## src/rtl/clock_step_gen.sv

```systemverilog
// clock_step_gen: programmable clock divider for the CPU core clock, with
// run, single-step and hold modes driven from the debug front panel.
//
// Ports:
//   clk      in   system clock
//   rst_n    in   asynchronous active-low reset
//   div_i    in   new half-period minus one
//   div_load in   one-cycle strobe, latches div_i into the half-period register
//   mode_i   in   00 run, 01 single-step, 10/11 hold
//   step_i   in   one-cycle step request (debounced, edge-detected upstream)
//   clk_o    out  divided clock, registered
//   rise_o   out  one-cycle strobe in the first cycle clk_o is high
//   busy_o   out  high while a single-step pulse is in progress
//
// state | meaning
// RUN   | free-running divide, clk_o toggles every div_r+1 cycles
// PARK  | clk_o held low, waiting for run mode or a step request
// STEP  | one high pulse of div_r+1 cycles in progress
module clock_step_gen #(
   parameter int CNT_W   = 25,
   parameter int DIV_RST = 1
) (
   input  logic             clk,
   input  logic             rst_n,
   input  logic [CNT_W-1:0] div_i,
   input  logic             div_load,
   input  logic [1:0]       mode_i,
   input  logic             step_i,
   output logic             clk_o,
   output logic             rise_o,
   output logic             busy_o
);

   typedef enum logic [1:0] {
      RUN  = 2'd0,
      PARK = 2'd1,
      STEP = 2'd2
   } state_t;

   state_t           state, state_nxt;
   logic [CNT_W-1:0] div_r;
   logic [CNT_W-1:0] cnt, cnt_nxt;
   logic             clk_nxt, rise_nxt, busy_nxt;
   logic             toggle;
   logic             hold_req;

   // >= rather than == so that lowering div_r below the running count
   // toggles at once instead of wrapping the counter.
   assign toggle   = (cnt >= div_r);
   assign hold_req = (mode_i != 2'b00);

   always_ff @(posedge clk or negedge rst_n) begin
      if (!rst_n) begin
         div_r <= CNT_W'(DIV_RST);
      end else if (div_load) begin
         div_r <= div_i;
      end
   end

   always_ff @(posedge clk or negedge rst_n) begin
      if (!rst_n) begin
         state  <= RUN;
         cnt    <= '0;
         clk_o  <= 1'b0;
         rise_o <= 1'b0;
         busy_o <= 1'b0;
      end else begin
         state  <= state_nxt;
         cnt    <= cnt_nxt;
         clk_o  <= clk_nxt;
         rise_o <= rise_nxt;
         busy_o <= busy_nxt;
      end
   end

   always_comb begin
      state_nxt = state;
      cnt_nxt   = cnt;
      clk_nxt   = clk_o;
      rise_nxt  = 1'b0;
      busy_nxt  = busy_o;
      case (state)
         RUN: begin
            busy_nxt = 1'b0;
            if (hold_req && !clk_o) begin
               // Low phase may be cut short; a high phase never is.
               state_nxt = PARK;
               cnt_nxt   = '0;
            end else if (toggle) begin
               clk_nxt  = ~clk_o;
               rise_nxt = ~clk_o;
               cnt_nxt  = '0;
               if (clk_o && hold_req) begin
                  state_nxt = PARK;
               end
            end else begin
               cnt_nxt = cnt + CNT_W'(1);
            end
         end
         PARK: begin
            clk_nxt  = 1'b0;
            busy_nxt = 1'b0;
            cnt_nxt  = '0;
            if (mode_i == 2'b00) begin
               state_nxt = RUN;
            end else if (mode_i == 2'b01 && step_i) begin
               state_nxt = STEP;
               clk_nxt   = 1'b1;
               rise_nxt  = 1'b1;
               busy_nxt  = 1'b1;
            end
         end
         STEP: begin
            // Mode changes and further step requests wait until PARK.
            if (toggle) begin
               state_nxt = PARK;
               clk_nxt   = 1'b0;
               busy_nxt  = 1'b0;
               cnt_nxt   = '0;
            end else begin
               cnt_nxt = cnt + CNT_W'(1);
            end
         end
         default: begin
            state_nxt = RUN;
            clk_nxt   = 1'b0;
            busy_nxt  = 1'b0;
            cnt_nxt   = '0;
         end
      endcase
   end

endmodule
```

## config.mk

```make
export PLATFORM = sky130hd
export DESIGN_NAME = clock_step_gen
export DESIGN_NICKNAME = d
export VERILOG_FILES = /design/src/rtl/clock_step_gen.sv
export SDC_FILE = /design/constraint.sdc
export NUM_CORES = 1
export LEC_CHECK = 0
export CELL_PAD_IN_SITES_DETAIL_PLACEMENT = 1
export CELL_PAD_IN_SITES_GLOBAL_PLACEMENT = 2
export CORE_UTILIZATION = 38
export CTS_CLUSTER_SIZE = 40
export DETAILED_ROUTE_END_ITERATION = 7
export PLACE_DENSITY = 0.93
export SYNTH_ARGS = -nofsm -noshare
export SYNTH_HDL_FRONTEND = slang
export SYNTH_SLANG_ARGS = --single-unit
```

## constraint.sdc

```tcl
create_clock -name clk -period 5.1 [get_ports clk]
set_input_delay 1.02 -clock clk [delete_from_list [all_inputs] [get_ports clk]]
set_output_delay 1.02 -clock clk [all_outputs]
set_load 0.05 [all_outputs]
```

==> impl_metrics.env, run 1 <==
export IMPL_outcome="finished clean"
export IMPL_start_util_pct=39.7
export IMPL_clock_path_buffers=2
export IMPL_netlist_area_um2=2910
export IMPL_utilization_pct=46.6
export IMPL_synth_top_cell_by_area="dfrtp_1"
export IMPL_hold_violations=0
export IMPL_synthTopCellsByCount="dfrtp_1, nand2_1, o21ai_0"
export IMPL_fillCellCount=831
export IMPL_p_leak_nw=1.58
export IMPL_synthFlopType="dfrtp_1"
export IMPL_cts_resized=0
export IMPL_crit_path_start_kind="flop"
export IMPL_rsz0062_at_grt="no"
export IMPL_multi_input_area_um2=1370
export IMPL_clock_latency_ns=0.31
export IMPL_slew_viol_final=0
export IMPL_fin_skew_ns=0.00811
export IMPL_die_area_um2=8010
export IMPL_cp_top_family="simple AND/OR/NAND/NOR gates"
export IMPL_initialDrtViolationCount=80
export IMPL_htreeDepth=2
export IMPL_maxCapViolations=0
export IMPL_worst_pin_slew_ns=1.02
export IMPL_crit_required_ns=5.33
export IMPL_powerDensity_nw_per_um2=256
export IMPL_fp_dieH_um=89.5
export IMPL_stdcell_area_um2=3420
export IMPL_firstDrtPassIters=4
export IMPL_end_kind="flop"
export IMPL_io_pins=34
export IMPL_critPathArrivalTime_ns=3.05
export IMPL_ir_worst_vdd_uv=125
export IMPL_fmax_ghz=0.356
export IMPL_grt_max_degree=45
export IMPL_synth_edf_count=0
export IMPL_route_detailed_wl_per_inst_um=14.3
export IMPL_grt_pass1_vias=2298
export IMPL_max_slew_margin_pct=32.2
export IMPL_dp_final_hpwl_um=4680
export IMPL_drc=0
export IMPL_worstPathMaxFanout=25
export IMPL_cpPeakStageDelay_ns=0.98
export IMPL_seq_area_um2=1380
export IMPL_ant_nets=0
export IMPL_worstPathCellList="ha_1 -> a21o_1 -> a31oi_1 -> o21ai_0 -> and4bb_1 -> or4_1 -> nor2_2"
export IMPL_diodes=0
export IMPL_die_w_um=89.5
export IMPL_synth_most_common_cell="dfrtp_1"
export IMPL_overflow=0
export IMPL_syn_num_nets=359
export IMPL_syn_to_final_growth_pct=17.5
export IMPL_synth_seq_area_share_pct=47.4
export IMPL_ys_ff_latch=55
export IMPL_fin_setup_tns_ns=0
export IMPL_track_usage_pct=17.5
export IMPL_root_buffer="clkbuf_8"
export IMPL_worstSetupPathType="reg2reg"
export IMPL_synth_top_cell_area_share_pct=46.5
export IMPL_cts_tree="built"
export IMPL_synth_cell_types=38
export IMPL_cts_buffers=5
export IMPL_place_congestion=0.714
export IMPL_synth_warnings=0
export IMPL_synth_area_leaders="dfrtp_1, ha_1, xor2_1"
export IMPL_fin_crit_sh_pct=55.2
export IMPL_routed_via_count=2174
export IMPL_path_clk_slew_ns=0.10
export IMPL_vias_per_cell=4.99
export IMPL_synth_area_per_cell_um2=9.63
export IMPL_grt_pass1_wl_um=10700
export IMPL_rows=31
export IMPL_ctsHoldBuffers=0
export IMPL_cts_setup_buffers=0
export IMPL_clock_sinks=55
export IMPL_port_buffers=33
export IMPL_wl_um=6240
export IMPL_grt_antenna_before_repair=0
export IMPL_cp_slowest_cell="or4_1"
export IMPL_period_needed_ns=2.81
export IMPL_hold_class="reg2reg"
export IMPL_layout_drive_gt1_share_pct=7.12
export IMPL_critPathBufInv=0
export IMPL_coreArea_um2=7330
export IMPL_place_area_um2=3310
export IMPL_setup_viol=0
export IMPL_fin_nets=393
export IMPL_postSynth_asyncResetShare_pct=100
export IMPL_synthCells=302
==> worst min-delay path: cells and delay by family, from the launching register on <==
family | cells | cell delay (ns)
flops | 1 | 0.37
buf+inv | 1 | 0.06
compound gates | 1 | 0.08
==> state kept, by name, indices dropped and copies added, names as in the netlist <==
| name | count |
|---|---|
| div_r | 25 |
| state | 2 |
| busy_o | 1 |
| clk_o | 1 |
| rise_o | 1 |
| cnt | 25 |
==> path summary, 6_finish.rpt <==
path,start,end,slack [ns],cells past startpoint
worst max-delay path,cnt[2],cnt[12],2.29,7
worst max register to register,cnt[2],cnt[12],2.29,7
worst min-delay path,div_r[8],div_r[8],0.56,2
worst min register to register,div_r[8],div_r[8],0.56,2
max in group asynchronous,rst_n,div_r[20],3.68,2
min in group asynchronous,rst_n,div_r[9],0.57,1
==> layout make-up <==
cell class	instances	area share [%]
sequential	55	40.3
timing repair buffer	35	9.96
tap	99	3.63
multi-input combinational	212	40.1
clock buffer	7	2.82
clock inverter	1	0.220
inverter	27	2.97
==> layer usage <==
layer	global-route usage (%)	vias to the layer above	routed length, um
met5	0	-	0
met4	4.18	0	88
met3	2.95	10	174
met2	31.0	31	2960
met1	22.2	1052	3020
li1	-	1081	-
==> power by group <==
part	internal [W]	switching [W]	total [W]
combinational	0.0000542	0.0000773	0.000132
clock	0.000124	0.000143	0.000267
sequential	0.000461	0.0000151	0.000476
==> placed cells by master (no fill, tap or decap) <==
master            n
a41o_1            1
nor2_2           10
o21a_1            1
nand2b_1          1
and2_1            2
clkdlybuf4s50_1  32
ha_1             26
o21ai_0          28
and4bb_1          1
dfrtp_1          54
a21oi_1           9
o211ai_1          1
clkbuf_8          7
and3_1            6
a211oi_1          3
buf_2             1
nor4_1            2
clkinvlp_4        1
buf_4             2
and4_1            2
a22oi_1           1
nand4_1           9
dfstp_2           1
nor2_1           24
inv_1            27
xnor2_1           5
a21boi_0          1
xor2_1           18
nand3_1          10
or4_1             1
nor2b_1           2
a31oi_1           1
a221o_1           1
nand2_1          39
o32a_1            1
a31o_2            1
mux2_2            1
nor3_1            2
a21o_1            2
==> cell families after synthesis <==
group | share of synthesized area (%)
flops | 47.4
fa+ha+maj | 11.2
mux | 0.387
simple gates | 18.4
xor+xnor | 6.92
buf+inv | 5.55
compound gates | 10.2
==> metrics by stage <==
| stage | worst slack (ns) | hold slack, ns | cells | power [W] |
|---|---|---|---|---|
| 2_1_floorplan | 2.86 | 0.484 | 302 | 0.000568 |
| 3_3_place_gp | 2.21 | 0.523 | 428 | 0.000613 |
| 3_5_place_dp | 2.17 | 0.533 | 428 | 0.000619 |
| 4_1_cts | 2.24 | 0.561 | 436 | 0.000888 |
| 5_1_grt | 2.01 | 0.578 | 436 | 0.000924 |
| 6_report | 2.29 | 0.556 | 436 | 0.000874 |
No activity file was read; power rests on OpenSTA's default activity.
==> run 2, diff against run 1 <==
Settings changed: CORE_UTILIZATION 38 to 35, PLACE_DENSITY 0.93 to 0.87.
Clock period 5.1 ns to 2.6 ns, I/O delays scaled along.
==> run 2 against run 1 <==
Against the previous run: clock skew fell by 0.0023 ns; wire length grew 1.5%; first-iteration DRC count increased by 26%; combinational power increased by 110%; global-route usage is 0.63 points lower; register-to-register slack worse by 2.1 ns; count of clock-buffer cells in the layout fell by 2; largest power group unchanged; highest routed layer unchanged.
==> impl_metrics.env, run 2 (synthesis gave the netlist of run 1 again) <==
export IMPL_outcome="finished clean"
export IMPL_layout_drive_gt1_share_pct=8.80
export IMPL_port_buffers=33
export IMPL_clock_path_buffers=2
export IMPL_slew_viol_final=0
export IMPL_max_slew_margin_pct=51.4
export IMPL_htreeDepth=2
export IMPL_diodes=0
export IMPL_fin_crit_sh_pct=94.3
export IMPL_path_clk_slew_ns=0.11
export IMPL_cpPeakStageDelay_ns=0.56
export IMPL_p_leak_nw=1.62
export IMPL_clock_latency_ns=0.32
export IMPL_drc=0
export IMPL_ant_nets=0
export IMPL_end_kind="flop"
export IMPL_route_detailed_wl_per_inst_um=14.3
export IMPL_root_buffer="clkbuf_8"
export IMPL_crit_path_start_kind="flop"
export IMPL_cp_slowest_cell="or4_1"
export IMPL_fin_setup_tns_ns=0
export IMPL_cts_tree="built"
export IMPL_worstPathMaxFanout=25
export IMPL_coreArea_um2=7890
export IMPL_layout_commonest_cell="dfrtp_1"
export IMPL_rsz0062_at_grt="no"
export IMPL_cts_buffers=5
export IMPL_worstSetupPathType="reg2reg"
export IMPL_reg_largest_list="cnt (25), div_r (25), state (2)"
export IMPL_holdWs_ns=0.331
export IMPL_p_total_w=0.00190
export IMPL_grt_pass1_wl_um=11400
export IMPL_routed_via_count=2174
export IMPL_place_congestion=0.734
export IMPL_ir_worst_vdd_uv=220
export IMPL_critPathArrivalTime_ns=2.70
export IMPL_grt_antenna_before_repair=0
export IMPL_wl_um=6330
export IMPL_syn_to_final_growth_pct=20.7
export IMPL_clock_sinks=55
export IMPL_fin_skew_ns=0.00576
export IMPL_worst_pin_slew_ns=0.728
export IMPL_finalWorstSetupSlack_ns=0.148
export IMPL_fp_dieH_um=93.2
export IMPL_ctsHoldBuffers=0
export IMPL_die_w_um=93.2
export IMPL_start_util_pct=36.9
export IMPL_seq_area_um2=1380
export IMPL_multi_input_area_um2=1370
export IMPL_fmax_ghz=0.408
export IMPL_final_cell_mix="dfrtp_1, nand2_1, clkdlybuf4s50_1"
export IMPL_place_ws_ns=0.0908
export IMPL_hold_violations=0
export IMPL_fillCellCount=888
export IMPL_maxCapViolations=0
export IMPL_track_usage_pct=16.9
export IMPL_io_pins=34
export IMPL_hold_class="in2async"
export IMPL_worstPathCellList="ha_1 -> nand2b_1 -> a31oi_1 -> o21ai_0 -> and4bb_1 -> or4_1 -> buf_12 -> nor2_1"
export IMPL_crit_required_ns=2.85
export IMPL_grt_pass1_vias=2350
export IMPL_grt_max_degree=56
export IMPL_powerDensity_nw_per_um2=541
export IMPL_vias_per_cell=4.91
export IMPL_overflow=0
export IMPL_fin_nets=397
export IMPL_rows=32
export IMPL_period_needed_ns=2.45
export IMPL_setup_viol=0
export IMPL_firstDrtPassIters=4
export IMPL_initialDrtViolationCount=101
export IMPL_die_area_um2=8680
export IMPL_dp_final_hpwl_um=4570
-- run 2: path summary, 6_finish.rpt --
kind	startpoint	slack (ns)	end	cells after the start
min	rst_n	0.33	div_r[8]	2
max in group asynchronous	rst_n	1.75	cnt[2]	2
max reg2reg	div_r[0]	0.15	cnt[18]	8
max	div_r[0]	0.15	cnt[18]	8
min in group clk	cnt[0]	0.52	cnt[0]	1
min reg2reg	cnt[0]	0.52	cnt[0]	1
-- run 2: routing by layer --
layer / vias up / track usage (%) / part of all wire (%) / routed length, um
met3: 5 / 2.20 / 2.2 / 138
met1: 1053 / 22.6 / 49 / 3110
met4: 0 / 5.38 / 1.4 / 89
met5: - / 0 / 0 / 0
met2: 24 / 28.1 / 47 / 2990
li1: 1092 / - / - / -
-- run 2: area by class of cell --
cell class	instances	share of cell area, %
sequential	55	39.3
timing repair buffer	39	11.3
clock buffer	5	1.96
tap	102	3.64
clock inverter	3	1.92
multi-input combinational	212	39.0
inverter	27	2.89
-- run 2: per-stage QoR --
step / std cells / cell area [um^2] / util, %
after global placement: 433 / 3360 / 42.6
after detailed placement: 433 / 3360 / 42.6
after floorplan: 302 / 2910 / -
after global routing: 443 / 3510 / 44.5
final: 443 / 3510 / 44.5
after CTS: 441 / 3490 / 44.3
-- run 2: what timing repair did --
| action | CTS | global route |
|---|---|---|
| buffers inserted | 0 | 2 |
| endpoints found under the hold margin | 0 | 0 |
| gates resized for setup | 0 | 2 |
| setup endpoints to repair | 0 | 25 |
-- run 2: critical path: cells and delay by family, from the launching register on --
family / cells / cell delay [ns]
DFF: 1 / 0.55
buffers and inverters: 1 / 0.20
adders and majority gates: 1 / 0.21
and+or+nand+nor: 4 / 1.08
AOI/OAI and AO/OA: 2 / 0.33
-- run 2: report_power, final --
part	switching, W	total (W)	leakage (nW)	internal, W
clock	0.000302	0.000687	0.0644	0.000384
combinational	0.000156	0.000275	0.847	0.000120
sequential	0.0000309	0.000935	0.713	0.000905
total	0.000489	0.00190	1.62	0.00141
==> run 3, diff against run 2 <==
Settings changed: RECOVER_POWER from default to 100.
==> run 3 against run 2 <==
Against the previous run: critical path depth unchanged; register-to-register slack better by 0.03 ns; sequential share of layout area up 0.53 points; combinational power down 6%; worst setup slack better by 0.030 ns; flip-flop and latch count unchanged; critical endpoint unchanged; largest cell class unchanged; largest power group unchanged; highest routed layer unchanged.
==> impl_metrics.env, run 3 (synthesis gave the netlist of run 1 again) <==
export IMPL_io_pins=34
export IMPL_p_switching_w=0.000483
export IMPL_period_needed_ns=2.42
export IMPL_comb_power_share_pct=13.8
export IMPL_layout_drive_gt1_share_pct=6.45
export IMPL_hold_class="reg2reg"
export IMPL_grt_antenna_before_repair=0
export IMPL_die_area_um2=8680
export IMPL_p_leak_nw=1.63
export IMPL_setup_viol=0
export IMPL_final_cell_mix="dfrtp_1, nand2_1, nor2_1"
export IMPL_clock_latency_ns=0.32
export IMPL_end_kind="flop"
export IMPL_reg_largest_list="cnt (25), div_r (25), state (2)"
export IMPL_fin_skew_ns=0.00568
export IMPL_drc=0
export IMPL_maxCapViolations=0
export IMPL_worstSetupPathType="reg2reg"
export IMPL_place_area_um2=3360
export IMPL_wl_met1_um=3130
export IMPL_clock_path_buffers=2
export IMPL_fillCellCount=893
export IMPL_overflow=0
export IMPL_hold_violations=0
export IMPL_ant_nets=0
export IMPL_layout_commonest_cell="dfrtp_1"
export IMPL_grt_max_degree=56
export IMPL_dr_wl_met2_um=2980
export IMPL_crit_path_start_kind="flop"
export IMPL_fp_dieH_um=93.2
export IMPL_p_sw_share_pct=25.7
export IMPL_worstPathMaxFanout=25
export IMPL_fin_crit_sh_pct=93.2
export IMPL_initialDrtViolationCount=95
export IMPL_port_buffers=33
export IMPL_die_w_um=93.2
export IMPL_stdcell_area_um2=3460
export IMPL_start_util_pct=36.9
export IMPL_place_congestion=0.734
export IMPL_rows=32
export IMPL_fin_nets=397
export IMPL_seqPwrFrac_pct=49.7
export IMPL_cp_top_family="simple AND/OR/NAND/NOR gates"
export IMPL_firstDrtPassIters=4
export IMPL_fin_setup_tns_ns=0
export IMPL_htreeDepth=2
export IMPL_clock_sinks=55
export IMPL_path_clk_slew_ns=0.10
export IMPL_route_detailed_wl_per_inst_um=14.3
export IMPL_critPathBufInv=1
export IMPL_wl_um=6340
export IMPL_routed_via_count=2174
export IMPL_top_layer="met4"
export IMPL_root_buffer="clkbuf_8"
export IMPL_worstPathCellList="ha_1 -> nand2b_1 -> a31oi_1 -> o21ai_0 -> and4bb_1 -> or4_1 -> buf_6 -> nor2_1"
export IMPL_fmax_ghz=0.413
export IMPL_powerDensity_nw_per_um2=543
export IMPL_critPathArrivalTime_ns=2.67
export IMPL_slew_viol_final=0
export IMPL_syn_to_final_growth_pct=19.1
export IMPL_cpPeakStageDelay_ns=0.55
export IMPL_vias_per_cell=4.91
export IMPL_outcome="finished clean"
export IMPL_fin_cells=443
export IMPL_track_usage_pct=16.9
export IMPL_cts_tree="built"
export IMPL_power_internal_w=0.00140
export IMPL_coreArea_um2=7890
export IMPL_ir_worst_vdd_uv=200
export IMPL_dp_cells=433
export IMPL_dp_final_hpwl_um=4570
export IMPL_grt_pass1_vias=2350
export IMPL_worst_pin_slew_ns=1.41
export IMPL_diodes=0
export IMPL_clock_power_share_pct=36.5
export IMPL_crit_required_ns=2.85
export IMPL_cp_slowest_cell="dfstp_2"
export IMPL_grt_pass1_wl_um=11400
export IMPL_rsz0062_at_grt="no"
export IMPL_cts_buffers=5
export IMPL_dr_wl_met3_um=138
export IMPL_max_slew_margin_pct=5.88
-- run 3: what timing repair did --
| item | in CTS | in global routing |
|---|---|---|
| endpoints found under the setup margin | 0 | 25 |
| hold buffers | 0 | 0 |
| buffers inserted | 0 | 2 |
| resized for setup | 0 | 2 |
-- run 3: worst register-to-register path, cell delays in order, from the launching register on --
cell	delay, ns
dfstp_2	0.55
ha_1	0.21
nand2b_1	0.14
a31oi_1	0.20
o21ai_0	0.13
and4bb_1	0.26
or4_1	0.53
buf_6	0.20
nor2_1	0.14
-- run 3: metrics by stage --
stage                     hold WS, ns  setup WS (ns)  total power [W]  util (%)
after floorplan                 0.224          0.363          0.00111         -
after global placement          0.528          0.204          0.00122      42.6
after detailed placement        0.535         0.0908          0.00123      42.6
after CTS                       0.359         0.0630          0.00192      44.3
after global routing            0.547         0.0295          0.00197      43.9
final                           0.518          0.178          0.00188      43.9
-- run 3: path summary, 6_finish.rpt --
check,slack (ns),from,depth (start not counted),to
worst max-delay path,0.18,div_r[0],8,cnt[18]
worst min-delay path,0.52,cnt[0],1,cnt[0]
worst max register to register,0.18,div_r[0],8,cnt[18]
worst min register to register,0.52,cnt[0],1,cnt[0]
max in group asynchronous,1.06,rst_n,2,cnt[2]
min in group asynchronous,0.60,rst_n,2,div_r[8]
-- run 3: area by class of cell --
type                       count  area [um^2]  area share (%)
sequential                    55         1380            39.8
multi-input combinational    212         1350            39.0
timing repair buffer          39          369            10.7
tap                          102          128            3.68
inverter                      27          101            2.93
clock buffer                   5         68.8            1.99
clock inverter                 3         67.6            1.95
-- run 3: power by group through the flow --
stage	Combinational (W)	Sequential, W	Clock (W)
2_1_floorplan	0.000159	0.000955	0
3_3_place_gp	0.000268	0.000949	0
3_5_place_dp	0.000281	0.000952	0
4_1_cts	0.000282	0.000936	0.000702
5_1_grt	0.000300	0.000943	0.000729
6_report	0.000259	0.000935	0.000687
-- run 3: metal layers --
metal  GRT usage, %  vias to the layer above
met3           2.20                        5
li1               -                     1090
met5              0                        -
met2           28.1                       24
met4           5.38                        0
met1           22.6                     1055
